## config.mk

```make
export PLATFORM = sky130hd
export DESIGN_NAME = rf_wb_arbiter
export DESIGN_NICKNAME = d
export VERILOG_FILES = /design/src/rtl/tachyon_rf_pkg.sv /design/src/rtl/rf_wb_arbiter_rr.sv /design/src/rtl/rf_wb_arbiter.sv
export SDC_FILE = /design/constraint.sdc
export NUM_CORES = 1
export LEC_CHECK = 0
export CAP_MARGIN = 0
export CORE_MARGIN = 8
export CORE_UTILIZATION = 42
export CTS_BUF_LIST = sky130_fd_sc_hd__clkbuf_16
export CTS_CLUSTER_SIZE = 20
export DETAILED_ROUTE_END_ITERATION = 12
export PLACE_DENSITY = 0.83
export SYNTH_ARGS = -nofsm -noshare
export SYNTH_HDL_FRONTEND = slang
export SYNTH_SLANG_ARGS = --single-unit
export TNS_END_PERCENT = 10
```

## constraint.sdc

```tcl
create_clock -name clk -period 3.3 [get_ports clk]
set_clock_uncertainty 0.15 [all_clocks]
set_input_delay 0.66 -clock clk [delete_from_list [all_inputs] [get_ports clk]]
set_output_delay 0.66 -clock clk [all_outputs]
set_load 0.1 [all_outputs]
```

## src/rtl/tachyon_rf_pkg.sv

```systemverilog
// Shared register-file constants, types and the write-back request record.
package tachyon_rf_pkg;

   localparam int SIZE        = 32;
   localparam int ADDR_WIDTH  = 5;
   localparam int REG_WIDTH   = 64;
   localparam int NR_RD_PORTS = 3;

   typedef logic [ADDR_WIDTH-1:0] rf_addr_t;
   typedef logic [REG_WIDTH-1:0]  rf_val_t;

   typedef struct packed {
      rf_addr_t addr;
      rf_val_t  val;
   } wb_req_t;

endpackage

```

## src/rtl/rf_wb_arbiter_rr.sv

```systemverilog
// Combinational round-robin arbiter: first requester at or after ptr wins.
module RrArbiter #(
   parameter int N = 3
) (
   input  logic [N-1:0]         req,
   input  logic [$clog2(N)-1:0] ptr,
   output logic [N-1:0]         grant,
   output logic [$clog2(N)-1:0] grant_idx
);

   localparam int PW = $clog2(N);

   logic [PW-1:0] cand;
   logic          found;

   always_comb begin
      grant     = '0;
      grant_idx = '0;
      found     = 1'b0;
      cand      = '0;
      for (int unsigned off = 0; off < N; off++) begin
         cand = PW'((32'(ptr) + off) % N);
         if (!found && req[cand]) begin
            grant[cand] = 1'b1;
            grant_idx   = cand;
            found       = 1'b1;
         end
      end
   end

endmodule

```

## src/rtl/rf_wb_arbiter.sv

```systemverilog
// Write-back arbiter with registered RF write port and per-register busy scoreboard.
// Optional forwarding from the output stage: define TACHYON_RF_WB_BYPASS_EN.
module rf_wb_arbiter
   import tachyon_rf_pkg::*;
#(
   parameter int NR_REQ = 3,
   parameter int NR_CHK = NR_RD_PORTS
) (
   input  logic                  clk,
   input  logic                  rst_n,
   input  logic [NR_REQ-1:0]     req_valid,
   input  logic [ADDR_WIDTH-1:0] req_addr [NR_REQ],
   input  logic [REG_WIDTH-1:0]  req_val  [NR_REQ],
   output logic [NR_REQ-1:0]     req_ready,
   output logic                  rf_wr_enable,
   output logic [ADDR_WIDTH-1:0] rf_wr_addr,
   output logic [REG_WIDTH-1:0]  rf_wr_val,
   input  logic                  sb_set_valid,
   input  logic [ADDR_WIDTH-1:0] sb_set_addr,
   input  logic [ADDR_WIDTH-1:0] chk_addr [NR_CHK],
   output logic [NR_CHK-1:0]     chk_busy,
   output logic [SIZE-1:0]       sb_busy
`ifdef TACHYON_RF_WB_BYPASS_EN
   ,
   output logic [NR_CHK-1:0]     byp_hit,
   output logic [REG_WIDTH-1:0]  byp_val [NR_CHK]
`endif
);

   localparam int PW = $clog2(NR_REQ);

   logic [PW-1:0]     rr_ptr;
   logic [PW-1:0]     grant_idx;
   logic [NR_REQ-1:0] grant;
   logic              transfer;
   wb_req_t           reqs [NR_REQ];
   wb_req_t           win;
   logic [SIZE-1:0]   sb_next;

   for (genvar i = 0; i < NR_REQ; i++) begin : g_req
      assign reqs[i] = '{addr: req_addr[i], val: req_val[i]};
   end

   RrArbiter #(.N(NR_REQ)) u_rr (
      .req       (req_valid),
      .ptr       (rr_ptr),
      .grant     (grant),
      .grant_idx (grant_idx)
   );

   // Grants are suppressed while reset is held so no requester sees a phantom transfer.
   assign req_ready = rst_n ? grant : '0;
   assign transfer  = |req_ready;
   assign win       = reqs[grant_idx];

   always_ff @(posedge clk or negedge rst_n) begin
      if (!rst_n) begin
         rr_ptr <= '0;
      end else if (transfer) begin
         rr_ptr <= (grant_idx == PW'(NR_REQ - 1)) ? '0 : grant_idx + 1'b1;
      end
   end

   // Writes to r0 are accepted but never reach the register file.
   always_ff @(posedge clk or negedge rst_n) begin
      if (!rst_n) begin
         rf_wr_enable <= 1'b0;
         rf_wr_addr   <= '0;
         rf_wr_val    <= '0;
      end else if (transfer) begin
         rf_wr_enable <= (win.addr != '0);
         rf_wr_addr   <= win.addr;
         rf_wr_val    <= win.val;
      end else begin
         rf_wr_enable <= 1'b0;
      end
   end

   // Set is applied after clear so a same-edge set/clear leaves the bit busy.
   always_comb begin
      sb_next = sb_busy;
      if (rf_wr_enable) begin
         sb_next[rf_wr_addr] = 1'b0;
      end
      if (sb_set_valid && (sb_set_addr != '0)) begin
         sb_next[sb_set_addr] = 1'b1;
      end
   end

   always_ff @(posedge clk or negedge rst_n) begin
      if (!rst_n) begin
         sb_busy <= '0;
      end else begin
         sb_busy <= sb_next;
      end
   end

   for (genvar k = 0; k < NR_CHK; k++) begin : g_chk
`ifdef TACHYON_RF_WB_BYPASS_EN
      assign byp_hit[k]  = rf_wr_enable && (rf_wr_addr == chk_addr[k]) && (chk_addr[k] != '0);
      assign byp_val[k]  = rf_wr_val;
      assign chk_busy[k] = sb_busy[chk_addr[k]] && !byp_hit[k];
`else
      assign chk_busy[k] = sb_busy[chk_addr[k]];
`endif
   end

endmodule

```

==> results of run 1 <==
cell usage after synthesis, types with 2 or more instances:
| master | number |
|---|---|
| a31o_1 | 2 |
| a31oi_1 | 2 |
| buf_12 | 2 |
| buf_2 | 4 |
| buf_4 | 2 |
| buf_6 | 20 |
| clkbuf_1 | 12 |
| dfrtp_1 | 104 |
| ha_1 | 4 |
| inv_1 | 8 |
| mux2_2 | 5 |
| mux2_4 | 66 |
| mux2i_1 | 74 |
| mux4_2 | 30 |
| nand2_1 | 76 |
| nand3_1 | 8 |
| nand3b_1 | 10 |
| nor2_1 | 5 |
| nor2b_1 | 4 |
| nor3_1 | 2 |
| o21a_1 | 2 |
| o21ai_0 | 121 |
| o21ai_1 | 10 |
| o22ai_1 | 2 |
| or2_1 | 2 |
| or3_1 | 3 |
| or3b_2 | 3 |
through the flow:
step                      hold WS (ns)  setup TNS, ns  worst slack (ns)  std cells
final                           0.2710              0           0.09481       1169
after detailed placement        0.3449        -0.8538           -0.2976       1152
after global routing            0.2991        -0.1373          -0.05739       1169
after floorplan                 0.2144        -0.1724          -0.05745        606
after CTS                       0.2673        -0.1455           -0.1140       1169
after global placement          0.3441        -0.7467           -0.2586       1152
sequential cells by signal, summed over array words and instances, names as in the netlist:
signal	cells
sb_busy	32
rf_wr_addr	5
rf_wr_val	64
rr_ptr	2
rf_wr_enable	1
final cells by class:
class,instances,area (um2)
fillers,1321,5582
well taps,220,275.3
flip-flops and latches,104,2603
multi-input cells,453,4005
clock buffers,9,225.2
inverters,8,30.03
clock inverters,7,86.33
repair buffers,368,3542
worst paths after layout:
kind                                  to  depth (start not counted)
min in group clk           rf_wr_val[17]                          1
hold / removal             rf_wr_val[22]                          2
setup reg to reg           rf_wr_val[28]                          9
max in group asynchronous  rf_wr_val[49]                          3
hold reg to reg            rf_wr_val[17]                          1
setup / recovery            req_ready[1]                          7
worst reg2reg max path, cell delays in order (launching register included):
cell and delay, ns:
dfrtp_1 0.40, inv_1 0.11, ha_4 0.35, mux2i_4 0.31, o22a_2 0.25, nand3_1 0.12, a31o_1 0.24, nand3b_1 0.16
buf_12 0.34, mux2_2 0.39
timing repair:
item | 4_1_cts | 5_1_grt
endpoints found under the setup margin | 5 | 6
buffers inserted | 1 | 0
pin swaps | 0 | 0
resized for setup | 10 | 10
kinds of logic after synthesis:
kind of cell / Yosys count / synth area share [%]
simple gates: 118 / 8.002
mux: 177 / 35.97
compound gates: 154 / 12.36
buf+inv: 49 / 5.460
fa+ha+maj: 4 / 0.7209
flops: 104 / 37.48
per-layer routing:
metal | wire length [um] | global-route usage [%]
met1 | 9312 | 27.53
met4 | 614 | 7.612
met2 | 12360 | 39.57
met5 | 0 | 0
met3 | 2123 | 6.240
==> results.yml, run 1 <==
routing:
  viasPerCell: 5.414
  ant_nets: 0
  drt_iter0_drc: 493
  route.vias.total: 6329
  firstDrtPassIters: 5
  wire_per_inst_um: 20.88
  drc: 0
  wl_um: 24410
floorplanning:
  fp.coreArea_um2: 16350
  fp.dieH_um: 144.6
  pin_count: 341
  dieArea_um2: 20900
  rows: 47
  initial_utilization_pct: 42.47
  fp.dieW_um: 144.6
sta:
  max_slew_margin_pct: 43.20
  timing_max_transition_violations_final: 0
  tightest_slew_ns: 0.8521
  min_period_ns: 3.205
  fmax_mhz: 312.0
  rsz0062_at_grt: "true"
  hold_violations: 0
  setup_viol: 0
  post-route-period-util_pct: 97.13
synth:
  synth_top_cell_area_share_pct: 37.48
  synth_area_leaders: "dfrtp_1 37%, mux2_4 14%, mux2i_1 11%, mux4_2 9.7%, o21ai_0 8.7%"
  syn_area_um2: 6943
  ys_types: 50
  ys_async_sr_fraction_pct: 100.0
  yosys_warnings: 0
  ys.flop_type: "dfrtp_1"
  yosys.area.top_type: "dfrtp_1"
  syn_nets: 843
  syn_avg_cell_area_um2: 11.46
  seq_area_frac_synth_pct: 37.48
  synth-seq-cells: 104
  synthCells: 606
  synth_edf_count: 0
finish:
  final_area_um2: 10770
  n_antenna_cell: 0
  num-nets-final: 1181
  final_cell_mix: "225 x clkdlybuf4s50_1, 121 x o21ai_0, 119 x buf_4, 104 x dfrtp_1, 76 x nand2_1"
  area_delta_synth_final_pct: 55.07
  final_common_cell: "clkdlybuf4s50_1"
  final_util_pct: 65.86
  layout-drive-gt1-share_pct: 28.77
grt:
  grt_pass1_wl_um: 36600
  track_usage_pct: 23.10
  antenna_found_initial: 0
  grt_max_degree: 68
  grt_pass1_vias: 6596
  grt_overflow: 0
critical_path:
  crit_type: "in2out"
  max_stage_delay_ns: 0.57
  cp-startpoint: "req_valid[0]"
  crit_chain: "clkdlybuf4s50_1, mux2i_4, o22a_2, nand3_1, a31o_1, inv_1, buf_12"
  r2r_start: "rr_ptr[0]"
  slowest_stage: "clkdlybuf4s50_1"
  worstPathArrival_ns: 2.40
  crit_buf_inv: 3
  rrSetupSlack_ns: 0.38
  cp_max_fo: 5
  crit_family: "buffers and inverters"
  crit_required_ns: 2.49
  worstSetupEndpointType: "output pin"
  cp-start-kind: "primary input"
status:
  outcome: "completed"
cts:
  hold_buffers: 0
  cts_sinks: 104
  htreeDepth: 3
  path_clk_slew_ns: 0.07
  cts-buffers-inserted: 9
  clk_latency_ns: 0.35
  cts_tree: "yes"
  root_buffer: "clkbuf_16"
  clockBufferDepth: 2
place:
  port_buffers: 340
  place_area_um2: 10430
  dp_hpwl_um: 19710
  place_congestion: 0.8853
flow_run:
  maxCapViolCount: 0
hold_path:
  hold_path_class: "in2async"
Power of run 1 is not shown: default switching activity piles up to over one toggle a cycle in this logic, so the estimate is an artifact.
==> run 2, diff against run 1 <==
--- a/config.mk
+++ b/config.mk
@@ -11,6 +11,7 @@
 export CTS_BUF_LIST = sky130_fd_sc_hd__clkbuf_16
 export CTS_CLUSTER_SIZE = 20
 export DETAILED_ROUTE_END_ITERATION = 12
+export HOLD_SLACK_MARGIN = 0.1
 export PLACE_DENSITY = 0.83
 export SYNTH_ARGS = -nofsm -noshare
 export SYNTH_HDL_FRONTEND = slang
==> results of run 2 <==
Same layout as run 1: the final DEF is identical, and so are final timing and power.
Power of run 2 is left out for the same reason.
